--- src/rtl/hazard_scoreboard_if.sv ---
// Decode-side bundle between the decoder and the hazard scoreboard.
// master = decoder/pipeline control, slave = scoreboard.
interface hazard_scoreboard_if #(
    parameter int ADDR_W = 5,
    parameter int SEL_W  = 2,
    parameter int CNT_W  = 32
);
    logic              dec_valid;
    logic [ADDR_W-1:0] dec_rs1_addr;
    logic [ADDR_W-1:0] dec_rs2_addr;
    logic              dec_rs1_oen;
    logic              dec_rs2_oen;
    logic [ADDR_W-1:0] dec_wb_addr;
    logic              dec_rf_wen;
    logic              dec_is_load;
    logic              dec_is_csr;
    logic              dec_kill;
    logic              cmiss_stall;
    logic              dec_stall;
    logic [SEL_W-1:0]  fwd_sel_rs1;
    logic [SEL_W-1:0]  fwd_sel_rs2;
    logic [CNT_W-1:0]  stall_cnt;

    modport master (
        output dec_valid, dec_rs1_addr, dec_rs2_addr, dec_rs1_oen, dec_rs2_oen,
               dec_wb_addr, dec_rf_wen, dec_is_load, dec_is_csr, dec_kill, cmiss_stall,
        input  dec_stall, fwd_sel_rs1, fwd_sel_rs2, stall_cnt
    );

    modport slave (
        input  dec_valid, dec_rs1_addr, dec_rs2_addr, dec_rs1_oen, dec_rs2_oen,
               dec_wb_addr, dec_rf_wen, dec_is_load, dec_is_csr, dec_kill, cmiss_stall,
        output dec_stall, fwd_sel_rs1, fwd_sel_rs2, stall_cnt
    );
endinterface

--- src/rtl/hazard_scoreboard.sv ---
// Hazard scoreboard: tracks DEPTH post-decode stages, drives decode interlock and bypass selects.
// Latency: outputs combinational from tracked entries and decode inputs; entries shift each clock.
// Backpressure: cmiss_stall freezes all entries and the stall counter; HAZARD_FORWARDING_EN enables bypassing.
module hazard_scoreboard #(
    parameter int ADDR_W   = 5,
    parameter int DEPTH    = 3,
    parameter int LOAD_LAT = 1,
    parameter int SEL_W    = $clog2(DEPTH + 1),
    parameter int CNT_W    = 32
) (
    input  logic               clk,
    input  logic               reset,
    hazard_scoreboard_if.slave sb
);

    typedef struct packed {
        logic              wen;
        logic [ADDR_W-1:0] addr;
        logic              is_load;
        logic              is_csr;
    } entry_t;

`ifdef HAZARD_FORWARDING_EN
    localparam int HIT_N = DEPTH;
`else
    // The final stage writes back in the same cycle, so it never needs to be compared.
    localparam int HIT_N = DEPTH - 1;
`endif

    entry_t            ent [DEPTH];
    entry_t            ins;
    logic [HIT_N-1:0]  hit1;
    logic [HIT_N-1:0]  hit2;
    logic              raw;
    logic              stall;
    logic [SEL_W-1:0]  sel1;
    logic [SEL_W-1:0]  sel2;
    logic [CNT_W-1:0]  cnt;

    always_comb begin
        hit1 = '0;
        hit2 = '0;
        for (int s = 0; s < HIT_N; s++) begin
            hit1[s] = sb.dec_rs1_oen && ent[s].wen && (ent[s].addr == sb.dec_rs1_addr)
                      && (sb.dec_rs1_addr != '0);
            hit2[s] = sb.dec_rs2_oen && ent[s].wen && (ent[s].addr == sb.dec_rs2_addr)
                      && (sb.dec_rs2_addr != '0);
        end
    end

    // Without forwarding the load term is subsumed by the full interlock; one expression serves both builds.
    always_comb begin
        raw = ent[0].is_csr;
        for (int s = 0; s < LOAD_LAT; s++) begin
            raw = raw || ((hit1[s] || hit2[s]) && ent[s].is_load);
        end
`ifndef HAZARD_FORWARDING_EN
        for (int s = 0; s < HIT_N; s++) begin
            raw = raw || hit1[s] || hit2[s];
        end
`endif
        stall = sb.dec_valid && !sb.dec_kill && raw;
    end

    always_comb begin
        sel1 = '0;
        sel2 = '0;
`ifdef HAZARD_FORWARDING_EN
        // Walk oldest to youngest so the youngest producer overwrites.
        for (int s = HIT_N - 1; s >= 0; s--) begin
            if (hit1[s]) sel1 = SEL_W'(s + 1);
            if (hit2[s]) sel2 = SEL_W'(s + 1);
        end
        if (stall) begin
            sel1 = '0;
            sel2 = '0;
        end
`endif
    end

    always_comb begin
        ins = '0;
        if (sb.dec_valid && !sb.dec_kill && !stall) begin
            ins.wen     = sb.dec_rf_wen;
            ins.addr    = sb.dec_wb_addr;
            ins.is_load = sb.dec_is_load;
            ins.is_csr  = sb.dec_is_csr;
        end
    end

    always_ff @(posedge clk or posedge reset) begin
        if (reset) begin
            for (int s = 0; s < DEPTH; s++) begin
                ent[s] <= '0;
            end
            cnt <= '0;
        end else if (!sb.cmiss_stall) begin
            ent[0] <= ins;
            for (int s = 1; s < DEPTH; s++) begin
                ent[s] <= ent[s-1];
            end
            if (stall && (cnt != '1)) begin
                cnt <= cnt + 1'b1;
            end
        end
    end

    assign sb.dec_stall   = stall;
    assign sb.fwd_sel_rs1 = sel1;
    assign sb.fwd_sel_rs2 = sel2;
    assign sb.stall_cnt   = cnt;

endmodule

--- src/flat_wrapper.sv ---
// flat-port wrapper written by rule: the top's interface ports become plain ports
module hazard_scoreboard_flat 
#(
    parameter int ADDR_W   = 5,
    parameter int DEPTH    = 3,
    parameter int LOAD_LAT = 1,
    parameter int SEL_W    = $clog2(DEPTH + 1),
    parameter int CNT_W    = 32
)
  (clk, reset, sb_dec_valid, sb_dec_rs1_addr, sb_dec_rs2_addr, sb_dec_rs1_oen, sb_dec_rs2_oen, sb_dec_wb_addr, sb_dec_rf_wen, sb_dec_is_load, sb_dec_is_csr, sb_dec_kill, sb_cmiss_stall, sb_dec_stall, sb_fwd_sel_rs1, sb_fwd_sel_rs2, sb_stall_cnt);
  hazard_scoreboard_if #(.ADDR_W(ADDR_W), .SEL_W(SEL_W), .CNT_W(CNT_W)) sb_i ();
  input  logic clk;
  input  logic reset;
  input wire logic [$bits(sb_i.dec_valid)-1:0] sb_dec_valid;
  input wire logic [$bits(sb_i.dec_rs1_addr)-1:0] sb_dec_rs1_addr;
  input wire logic [$bits(sb_i.dec_rs2_addr)-1:0] sb_dec_rs2_addr;
  input wire logic [$bits(sb_i.dec_rs1_oen)-1:0] sb_dec_rs1_oen;
  input wire logic [$bits(sb_i.dec_rs2_oen)-1:0] sb_dec_rs2_oen;
  input wire logic [$bits(sb_i.dec_wb_addr)-1:0] sb_dec_wb_addr;
  input wire logic [$bits(sb_i.dec_rf_wen)-1:0] sb_dec_rf_wen;
  input wire logic [$bits(sb_i.dec_is_load)-1:0] sb_dec_is_load;
  input wire logic [$bits(sb_i.dec_is_csr)-1:0] sb_dec_is_csr;
  input wire logic [$bits(sb_i.dec_kill)-1:0] sb_dec_kill;
  input wire logic [$bits(sb_i.cmiss_stall)-1:0] sb_cmiss_stall;
  output wire logic [$bits(sb_i.dec_stall)-1:0] sb_dec_stall;
  output wire logic [$bits(sb_i.fwd_sel_rs1)-1:0] sb_fwd_sel_rs1;
  output wire logic [$bits(sb_i.fwd_sel_rs2)-1:0] sb_fwd_sel_rs2;
  output wire logic [$bits(sb_i.stall_cnt)-1:0] sb_stall_cnt;
  assign sb_i.dec_valid = sb_dec_valid;
  assign sb_i.dec_rs1_addr = sb_dec_rs1_addr;
  assign sb_i.dec_rs2_addr = sb_dec_rs2_addr;
  assign sb_i.dec_rs1_oen = sb_dec_rs1_oen;
  assign sb_i.dec_rs2_oen = sb_dec_rs2_oen;
  assign sb_i.dec_wb_addr = sb_dec_wb_addr;
  assign sb_i.dec_rf_wen = sb_dec_rf_wen;
  assign sb_i.dec_is_load = sb_dec_is_load;
  assign sb_i.dec_is_csr = sb_dec_is_csr;
  assign sb_i.dec_kill = sb_dec_kill;
  assign sb_i.cmiss_stall = sb_cmiss_stall;
  assign sb_dec_stall = sb_i.dec_stall;
  assign sb_fwd_sel_rs1 = sb_i.fwd_sel_rs1;
  assign sb_fwd_sel_rs2 = sb_i.fwd_sel_rs2;
  assign sb_stall_cnt = sb_i.stall_cnt;
  hazard_scoreboard #(.ADDR_W(ADDR_W), .DEPTH(DEPTH), .LOAD_LAT(LOAD_LAT), .SEL_W(SEL_W), .CNT_W(CNT_W)) u_core (.clk(clk), .reset(reset), .sb(sb_i));
endmodule
--- config.mk ---
export PLATFORM = sky130hd
export DESIGN_NAME = hazard_scoreboard_flat
export DESIGN_NICKNAME = d
export VERILOG_FILES = /design/src/rtl/hazard_scoreboard_if.sv /design/src/rtl/hazard_scoreboard.sv /design/src/flat_wrapper.sv
export SDC_FILE = /design/constraint.sdc
export NUM_CORES = 1
export LEC_CHECK = 0
export CORE_ASPECT_RATIO = 0.7
export CORE_UTILIZATION = 50
export DETAILED_ROUTE_END_ITERATION = 6
export PLACE_DENSITY = 0.85
export SETUP_SLACK_MARGIN = 0.05
export SLEW_MARGIN = 30
export SYNTH_ARGS = -nofsm -noshare
export SYNTH_HDL_FRONTEND = slang
export SYNTH_SLANG_ARGS = --single-unit
--- constraint.sdc ---
create_clock -name clk -period 6.7 [get_ports clk]
set_clock_uncertainty 0.2 [all_clocks]
set_input_delay 1.34 -clock clk [delete_from_list [all_inputs] [get_ports clk]]
set_output_delay 1.34 -clock clk [all_outputs]
set_load 0.1 [all_outputs]
After elaboration in Yosys (flattened, before gate mapping)

Index checks and enable logic that the tools add are counted.

Bits in registers: 46
Bits in latches: 0
Memory bits (writable): 0
ROM bits: 0
Input port bits: 25
Output and inout bits: 37
Word-level logic and storage cells: 43
Memories: 0

$add $sub $neg: 1
Multipliers: 0
Divide/modulo/power cells: 0
Magnitude comparators: 0
Eq/ne operators: 5
Shift-type cells: 0
Mux-type cells: 1
Bitwise logic cells: 1
Reduce and logical (&&, ||, !) cells: 28

Operators with widths:

| operator                | number |
|---|---|
| $add A32 B1 Y32 const B | 1 |
| $ne A32 B32 Y1 const B  | 1 |
| $eq A5 B5 Y1            | 4 |
| $logic_and A1 B1 Y1     | 17 |
| $reduce_bool A5 Y1      | 2 |
| $mux W8                 | 1 |
| $logic_or A1 B1 Y1      | 6 |
| $logic_not A1 Y1        | 2 |
| $reduce_and A2 Y1       | 1 |
| $not A1 Y1              | 1 |

Logic depth before layout (Yosys ltp)

Gate-level depths: netlist of run 1.

Depth in word-level cells: 14
Depth in mapped cells: 9

Worst setup path before layout of run 1

OpenSTA, ideal clock, no wires.

Path type: input to output
From: input port sb_dec_rs1_addr[3]
To: output port sb_dec_stall
Arrival: 3.274 ns
Required time: 5.160 ns
Setup slack: 1.886 ns
Stages: 5
Path buffers: 0
Cell sequence: xnor2_1 > nand4_1 > o22ai_1 > a221oi_4 > nor2_1

Word-level cells in the longest chain between the ends: 11
Elaborated cells on any way between the ends: 15
Those cells by class: eq/ne (2); reduce/logical (13)

RTL lines:

| element                            | line                    | source |
|---|---|---|
| from (decl)                        | flat_wrapper.sv:15      | `input wire logic [$bits(sb_i.dec_rs1_addr)-1:0] sb_dec_rs1_addr;` |
| $eq A5 B5 Y1                       | hazard_scoreboard.sv:44 | `hit1[s] = sb.dec_rs1_oen && ent[s].wen && (ent[s].addr == sb.dec_rs1_addr)` |
| $logic_and A1 B1 Y1                | hazard_scoreboard.sv:44 |  |
| $logic_and A1 B1 Y1                | hazard_scoreboard.sv:45 | `&& (sb.dec_rs1_addr != '0);` |
| $logic_or A1 B1 Y1                 | hazard_scoreboard.sv:55 | `raw = raw \|\| ((hit1[s] \|\| hit2[s]) && ent[s].is_load);` |
| $logic_and A1 B1 Y1                | hazard_scoreboard.sv:55 |  |
| $logic_or A1 B1 Y1                 | hazard_scoreboard.sv:55 |  |
| $logic_or A1 B1 Y1 (2 in series)   | hazard_scoreboard.sv:59 | `raw = raw \|\| hit1[s] \|\| hit2[s];` |
| $logic_or A1 B1 Y1 * (2 in series) | hazard_scoreboard.sv:59 |  |
| $logic_and A1 B1 Y1 *              | hazard_scoreboard.sv:62 | `stall = sb.dec_valid && !sb.dec_kill && raw;` |
| to (decl)                          | flat_wrapper.sv:25      | `output wire logic [$bits(sb_i.dec_stall)-1:0] sb_dec_stall;` |

Mark *: on every way between the ends. The rest lies on a longest branch, timed or not.

Worst setup path in the final report of run 1

From: input port sb_dec_rs1_addr[0]
To: output port sb_dec_stall

The elaborated chain is that of the path after synthesis.

==> results of run 1 <==
==> state kept, by name (all words and copies together), names as in the netlist <==
register / flops
u_core.ent: 13
u_core.sb.stall_cnt: 32
==> per-stage QoR <==
| step | hold slack (ps) | instance area (um2) | utilization |
|---|---|---|---|
| finish | 303.3 | 3095 | 0.6989 |
| global route | 330.1 | 3095 | 0.6989 |
| CTS | 302.2 | 3095 | 0.6989 |
| detailed placement | 291.5 | 2962 | 0.6686 |
| global placement | 284.7 | 2962 | 0.6686 |
| floorplan | 301.8 | 2367 | - |
==> final cells by class <==
cell class                 count  area, um2
clock buffer                   5      68.82
inverter                       5      18.77
sequential                    45       1126
fill                         334       1334
clock inverter                 3      65.06
multi-input combinational    167       1172
timing repair buffer          58      575.6
tap                           55      68.82
==> kinds of logic (layout without fill, tap and decap cells) <==
| family | after synthesis | count (layout) | share of synthesized area |
|---|---|---|---|
| compound gates | 15 | 15 | 0.05842 |
| xor+xnor | 51 | 51 | 0.1896 |
| fa+ha+maj | 1 | 1 | 0.005310 |
| buf+inv | 13 | 71 | 0.02921 |
| flops | 45 | 45 | 0.4780 |
| mux | 7 | 7 | 0.03346 |
| other cells | 1 | 4 | 0.001592 |
| simple gates | 89 | 89 | 0.2045 |
==> per-layer routing <==
metal | global-route usage | part of all wire | wire, um
met1 | 0.3247 | 0.47 | 2427
met2 | 0.3653 | 0.46 | 2361
met3 | 0.05571 | 0.065 | 332
met4 | 0.05419 | 0.0035 | 18
met5 | 0 | 0 | 0
==> critical path, cell delays in order <==
cell             delay (ps)
clkdlybuf4s50_1         470
or4_1                   530
o21a_1                  230
a221oi_4                440
nor2_1                   90
clkdlybuf4s50_1         980
==> how the worst min path moves through the flow <==
stage | slack [ps] | cells past startpoint | startpoint | to
global placement | 280 | 1 | u_core.sb.stall_cnt[4] | u_core.sb.stall_cnt[4]
floorplan | 300 | 1 | u_core.ent[15] | u_core.ent[15]
detailed placement | 290 | 1 | u_core.sb.stall_cnt[4] | u_core.sb.stall_cnt[4]
finish | 300 | 1 | u_core.sb.stall_cnt[4] | u_core.sb.stall_cnt[4]
CTS | 300 | 1 | u_core.sb.stall_cnt[4] | u_core.sb.stall_cnt[4]
global route | 330 | 1 | u_core.sb.stall_cnt[4] | u_core.sb.stall_cnt[4]
==> layout by cell type, fill, tap and decap left out, types with 2 or more instances in the layout <==
master,count
o22ai_1,2
and4_1,5
nand2b_1,2
nand3_1,16
nor2_2,2
nand4_1,14
dfrtp_1,45
buf_4,2
or4_1,2
xor2_1,8
xnor2_1,43
nand2_1,24
inv_1,4
and3_1,7
clkbuf_8,5
o21a_1,2
bufinv_16,2
a22o_1,7
nor4_1,2
nor2_1,9
mux2_2,7
conb_1,4
clkdlybuf4s50_1,56
==> power by group <==
group | switching, mW | total, mW | internal [mW]
Clock | 0.0897 | 0.238 | 0.148
Combinational | 0.0780 | 0.119 | 0.0415
Sequential | 0.0140 | 0.296 | 0.282
Total | 0.182 | 0.653 | 0.471
==> results.md, run 1 <==
* DP HPWL at 3874 um
* Post-synthesis cell count at 222
* Initial antenna violation count at 0
* Synth warn at 0
* Area grow syn2layout at 31.39%
* Vias in the first global route at 1761
* First-pass GRT wire length at 8873 um
* Root Driver: clkbuf_8
* CP endpoint: sb_dec_stall
* DR vias/cell at 5.527
* CTS Buffer Depth at 2
* Main flop type after synthesis: dfrtp_1
* Ports at 62
* Run status: finished with violations
* First-pass iteration count of the detailed router at 6
* Share of the synthesized area in the top cell type at 0.4780
* Asr flop ratio synth at 1.000
* Clock Sinks at 45
* Post-route setup TNS at 0 ps
* PwrDens at 211.0 nW/um2
* # Max-Cap Violations at 0
* Number of nets in the layout at 308
* Final ANT Viol Nets at 0
* Tmin final at 5630 ps
* CP Launch Type: primary input
* Sequential area share after synthesis at 0.4780
* # diodes at 0
* Failing checks: design-rule violations
* Avg Cell Area, Syn at 10.61 um2
* CORE AREA at 4429 um2
* Most frequent cell after synthesis: dfrtp_1
* Die Y at 59.43 um
* Post-CTS Hold Buffers at 0
* Top post-synthesis cells by count: dfrtp_1 (45), xnor2_1 (43), nand2_1 (24)
* Worst flop-to-flop path startpoint: u_core.sb.stall_cnt[5]
* Pleak at 1.264 nW
* Rel. slew slack at 0.3398
* Crit path launch: sb_dec_rs1_addr[0]
* CP Data Arrival Time at 4090 ps
* CP Capture Type: output pin
* CP Max Fanout at 7
* Post-DR wirelength/cell at 15.20 um
* CTS tree: done
* DIE AREA at 4995 um2
* Setup Buffers After CTS at 0
* Register bit total from synthesis at 45
* Non-Filler Instances at 338
* DRT iter0 DRCs at 86
* Setup Viol. Count Final at 0
* Via count at 1868
* GR Util All Layers at 0.2307
* Worst ir drop on vdd at 112.7 uV
* WL final at 5139 um
* Largest net degree at the start of global routing at 46
* WS Path Type: primary input to output pin
* Post-place setup slack at 1062 ps
* Actual slew at the worst max-slew pin at 987.3 ps
* RR Endpoint: u_core.sb.stall_cnt[22]
* EDFF count, synth at 0
* Final worst slack at 1070 ps
* Fmax at 177.6 MHz
* Power, Total at 0.6531 mW
* Clock slew at reported path FFs at 80 ps
* TritonCTS buffer count at 5
* Top cells by area, synth: dfrtp_1 (48%), xnor2_1 (16%), nand2_1 (3.8%)
* Die width at 84.05 um
* Synth area leader: dfrtp_1
* Placed Cells at 330
* Period utilisation layout at 0.8402
* Port Buffers at 56
* Mapped Area at 2356 um2
* Residual DRC at 6
* Reg-to-reg slack, setup at 4220 ps
* Global placer's final weighted congestion at 0.7772
* Final hold viol count at 0
* CTS resizes at 0
* Initial Util at 0.5319
* Row cnt at 20
* Yosys cell types at 33
* Min-Delay Path Class: flip-flop to flip-flop
* Required time of the critical path at 5160 ps
* Worst R2R Path Depth at 7
* Fin. max-slew vios at 0
* Clk_lat worst skew at 300 ps
* RSZ-0062 raised after global routing: false
* CTS HTree Levels at 2
* Share of cells above drive strength 1 at 0.07774
* Grt ovf at 0
Power figures use the tool's default switching activity.
==> inputs of run 2 (changes only) <==
--- a/config.mk
+++ b/config.mk
@@ -6,9 +6,9 @@
 export NUM_CORES = 1
 export LEC_CHECK = 0
 export CORE_ASPECT_RATIO = 0.7
-export CORE_UTILIZATION = 50
+export CORE_UTILIZATION = 44
 export DETAILED_ROUTE_END_ITERATION = 6
-export PLACE_DENSITY = 0.85
+export PLACE_DENSITY = 0.79
 export SETUP_SLACK_MARGIN = 0.05
 export SLEW_MARGIN = 30
 export SYNTH_ARGS = -nofsm -noshare
==> constraint.sdc (replaced) <==
create_clock -name clk -period 5.1 [get_ports clk]
set_clock_uncertainty 0.2 [all_clocks]
set_input_delay 1.02 -clock clk [delete_from_list [all_inputs] [get_ports clk]]
set_output_delay 1.02 -clock clk [all_outputs]
set_load 0.1 [all_outputs]
==> run 2 against run 1 <==
The run now ends clean. Die area rose by 13%. Sequential power rose by 31%. Clock power fell by 16%. First-iteration DRC count rose by 50%. Largest power group unchanged. Highest routed layer unchanged.
==> results.md, run 2 (synthesis gave the netlist of run 1 again) <==
* Run status: finished, final reports clean
* Actual slew at the worst max-slew pin at 988.8 ps
* Min-Delay Path Class: flip-flop to flip-flop
* GR Util met1 at 0.3073
* Area grow syn2layout at 29.47%
* RR Endpoint: u_core.sb.stall_cnt[1]
* Largest net degree at the start of global routing at 46
* Via count at 1819
* TritonCTS buffer count at 5
* Port Buffers at 56
* Fmax at 235.1 MHz
* Min-delay src: u_core.sb.stall_cnt[27]
* Die Y at 63.22 um
* CTS resizes at 0
* Number of nets in the layout at 308
* WL final at 5099 um
* Rel. slew slack at 0.3388
* Setup Buffers After CTS at 0
* Layer with the highest usage: met1
* Worst flop-to-flop path startpoint: u_core.sb.stall_cnt[5]
* Clk_lat worst skew at 290 ps
* Post-CTS Hold Buffers at 0
* Most frequent cells in the layout: clkdlybuf4s50_1 (55), dfrtp_1 (45), xnor2_1 (43), nand2_1 (24), nand3_1 (16)
* Grt met3 use at 0.03801
* # Max-Cap Violations at 0
* Post-DR wirelength/cell at 14.57 um
* Pleak at 1.238 nW
* Required time of the critical path at 3880 ps
* Reg-to-reg slack, setup at 2610 ps
* Clock slew at reported path FFs at 70 ps
* Row cnt at 21
* Root Driver: clkbuf_8
* Initial antenna violation count at 0
* DIE AREA at 5656 um2
* Clock Sinks at 45
* Final hold viol count at 0
* Hold path depth at 1
* CP Launch Type: primary input
* Die width at 89.46 um
* CTS HTree Levels at 2
* CP Capture Type: output pin
* First-pass GRT wire length at 8604 um
* CTS tree: done
* # diodes at 0
* Met2 usage in global routing at 0.2901
* DP HPWL at 3922 um
* Global placer's final weighted congestion at 0.8649
* Footprint of the multi-input gates at 1172 um2
* Residual DRC at 0
* CP Max Fanout at 7
* WS Path Type: primary input to output pin
* Share of cells above drive strength 1 at 0.07473
* CP Data Arrival Time at 3030 ps
* Fin. max-slew vios at 0
* Worst R2R Path Depth at 6
* Setup Viol. Count Final at 0
* DR vias/cell at 5.197
* Ports at 62
* Util after Layout at 0.6143
* Vias in the first global route at 1711
* Initial Util at 0.4744
* Worst ir drop on vdd at 106.8 uV
* GR Util All Layers at 0.2006
* Sink of the worst hold path: u_core.sb.stall_cnt[27]
* Register area at 1126 um2
* Power, Total at 0.7425 mW
* Max reg flops at 32
* PwrDens at 243.4 nW/um2
* Period utilisation layout at 0.8339
* Fill cells at 421
* CORE AREA at 4966 um2
* RSZ-0062 raised after global routing: false
* Final ANT Viol Nets at 0
* CTS Buffer Depth at 2
* Final hold slack at 310.3 ps
* Grt ovf at 0
* Tmin final at 4253 ps
* DRT iter0 DRCs at 129
* Commonest non-fill, non-tap cell in the layout: clkdlybuf4s50_1
* First-pass iteration count of the detailed router at 5
* Post-route setup TNS at 0 ps
[run 2: cell count changes in the layout (fill, tap and decap cells not counted)]
cell             before  now
buf_4                 2    3
bufinv_16             2    0
clkdlybuf4s50_1      56   55
[run 2: layer usage]
layer / routed length (um) / share of wire
met1: 2641 / 0.52
met2: 2198 / 0.43
met3: 227 / 0.045
met4: 31 / 0.0061
met5: 0 / 0
[run 2: worst max path at each step]
stage                    to  depth (start not counted)               start  slack (ps)
2_1_floorplan  sb_dec_stall                          5  sb_dec_rs1_addr[3]         930
5_1_grt        sb_dec_stall                          6  sb_dec_rs2_addr[0]         750
3_3_place_gp   sb_dec_stall                          6  sb_dec_rs1_addr[0]         850
4_1_cts        sb_dec_stall                          6  sb_dec_rs1_addr[0]         860
3_5_place_dp   sb_dec_stall                          6  sb_dec_rs1_addr[0]         860
6_report       sb_dec_stall                          6  sb_dec_rs1_addr[0]         850
[run 2: stage by stage]
step,std cells,setup WS (ps),area (um2)
after floorplan,225,925.7,2367
after global placement,344,850.2,2977
after detailed placement,344,855.5,2977
after CTS,350,856.1,3050
after global routing,350,745.5,3050
final,350,846.9,3050
[run 2: cell type report]
| cell class | instances | share of cell area |
|---|---|---|
| inverters | 5 | 0.006153 |
| well taps | 69 | 0.02830 |
| clock buffers | 5 | 0.02256 |
| flip-flops and latches | 45 | 0.3692 |
| repair buffers | 58 | 0.1879 |
| multi-input cells | 167 | 0.3843 |
| clock inverters | 1 | 0.001641 |
[run 2: report_power, final]
group | switching [mW] | internal [mW]
clock network | 0.109 | 0.0902
logic | 0.101 | 0.0543
registers | 0.0176 | 0.370
[run 2: worst max-delay path, stage by stage]
cell	delay (ps)
clkdlybuf4s50_1	460
or4_1	540
o21a_1	230
a221oi_4	460
nor2_1	80
buf_4	240
==> inputs of run 3 (changes only) <==
==> constraint.sdc (replaced) <==
create_clock -name clk -period 3.9 [get_ports clk]
set_clock_uncertainty 0.2 [all_clocks]
set_input_delay 0.78 -clock clk [delete_from_list [all_inputs] [get_ports clk]]
set_output_delay 0.78 -clock clk [all_outputs]
set_load 0.1 [all_outputs]
==> run 3 against run 2 <==
Critical path depth is the same. Sequential power grew 31%. Cell area grew 2.9%. Total power grew 51%. Clock power grew 110%. Hold slack lost 12 ps. Largest cell class unchanged.
==> results.md, run 3 (synthesis gave the netlist of run 1 again) <==
* Run status: finished, final reports clean
* Row cnt at 21
* PwrDens at 358.1 nW/um2
* Tmin final at 3591 ps
* Vias in the first global route at 1746
* Port Buffers at 56
* Grt met3 use at 0.04587
* CP Data Arrival Time at 2610 ps
* CTS resizes at 0
* Commonest non-fill, non-tap cell in the layout: clkdlybuf4s50_1
* DR vias/cell at 5.237
* Clock Sinks at 45
* DRT iter0 DRCs at 95
* Min-Delay Path Class: flip-flop to flip-flop
* First-pass iteration count of the detailed router at 4
* Residual DRC at 0
* Fill cells at 405
* # diodes at 0
* RSZ-0062 raised after global routing: false
* Worst ir drop on vdd at 157.6 uV
* CTS Buffer Depth at 2
* DIE AREA at 5656 um2
* First-pass GRT wire length at 8659 um
* GR Util met1 at 0.3087
* CTS HTree Levels at 2
* Number of nets in the layout at 310
* Fin. max-slew vios at 0
* Share of cells above drive strength 1 at 0.08772
* Post-DR wirelength/cell at 14.67 um
* WL final at 5194 um
* CORE AREA at 4966 um2
* Met2 usage in global routing at 0.2939
* # Max-Cap Violations at 0
* Setup Buffers After CTS at 0
* Clk_lat worst skew at 300 ps
* Fmax at 278.5 MHz
* Via count at 1854
* Initial Util at 0.4744
* Die width at 89.46 um
* Pleak at 1.278 nW
* TritonCTS buffer count at 5
* DP HPWL at 4067 um
* Actual slew at the worst max-slew pin at 988.7 ps
* Final ANT Viol Nets at 0
* Ports at 62
* Period utilisation layout at 0.9207
* Reg-to-reg slack, setup at 1420 ps
* CP Capture Type: output pin
* Most frequent cells in the layout: clkdlybuf4s50_1 (55), dfrtp_1 (45), xnor2_1 (43), nand2_1 (24), nand3_1 (16)
* Rel. slew slack at 0.3388
* Max reg flops at 32
* Root Driver: clkbuf_8
* Clock slew at reported path FFs at 70 ps
* Area grow syn2layout at 33.19%
* Final hold viol count at 0
* Setup Viol. Count Final at 0
* Layer with the highest usage: met1
* Required time of the critical path at 2920 ps
* Final hold slack at 297.8 ps
* CP Launch Type: primary input
* Initial antenna violation count at 0
* Global placer's final weighted congestion at 0.8634
* Post-route setup TNS at 0 ps
* Post-CTS Hold Buffers at 0
* CP Max Fanout at 3
* GR Util All Layers at 0.2060
* Die Y at 63.22 um
* CTS tree: done
* WS Path Type: primary input to output pin
* Largest net degree at the start of global routing at 25
* Grt ovf at 0
run 3: per-layer routing:
metal,wire length [um],share of wire
met1,2621,0.50
met2,2215,0.43
met3,297,0.057
met4,60,0.012
met5,0,0
run 3: final timing paths:
path / start / to / cells after the start
max: sb_dec_rs2_addr[0] / sb_dec_stall / 6
min: u_core.sb.stall_cnt[4] / u_core.sb.stall_cnt[4] / 1
max reg2reg: u_core.sb.stall_cnt[5] / u_core.sb.stall_cnt[1] / 6
min reg2reg: u_core.sb.stall_cnt[4] / u_core.sb.stall_cnt[4] / 1
max in group asynchronous: reset / u_core.sb.stall_cnt[23] / 3
min in group asynchronous: reset / u_core.sb.stall_cnt[7] / 2
run 3: metrics by stage:
| stage | power [mW] | util | cell area (um2) | std cells | setup WS (ps) |
|---|---|---|---|---|---|
| finish | 1.124 | 0.6319 | 3138 | 354 | 309.1 |
| global route | 1.169 | 0.6319 | 3138 | 354 | 246.0 |
| CTS | 1.136 | 0.6319 | 3138 | 354 | 308.5 |
| detailed placement | 0.7245 | 0.6049 | 3004 | 346 | 309.6 |
| global placement | 0.7208 | 0.6049 | 3004 | 346 | 347.6 |
| floorplan | 0.6616 | - | 2367 | 225 | 205.7 |
run 3: area by class of cell:
cell class | instances | area (um2) | area share
clock buffers | 5 | 68.82 | 0.02193
clock inverters | 3 | 65.06 | 0.02073
inverters | 5 | 18.77 | 0.005981
multi-input cells | 167 | 1172 | 0.3736
flip-flops and latches | 45 | 1126 | 0.3589
well taps | 69 | 86.33 | 0.02751
repair buffers | 60 | 600.6 | 0.1914
run 3: where the power goes:
group / internal [mW] / switching (mW)
registers: 0.484 / 0.0245
logic: 0.0730 / 0.133
clock network: 0.254 / 0.155
total: 0.812 / 0.312
run 3: worst max-delay path: stages:
cell	delay, ps
clkdlybuf4s50_1	480
or4_1	570
o21a_1	240
a221oi_4	250
nor2_1	110
buf_12	180
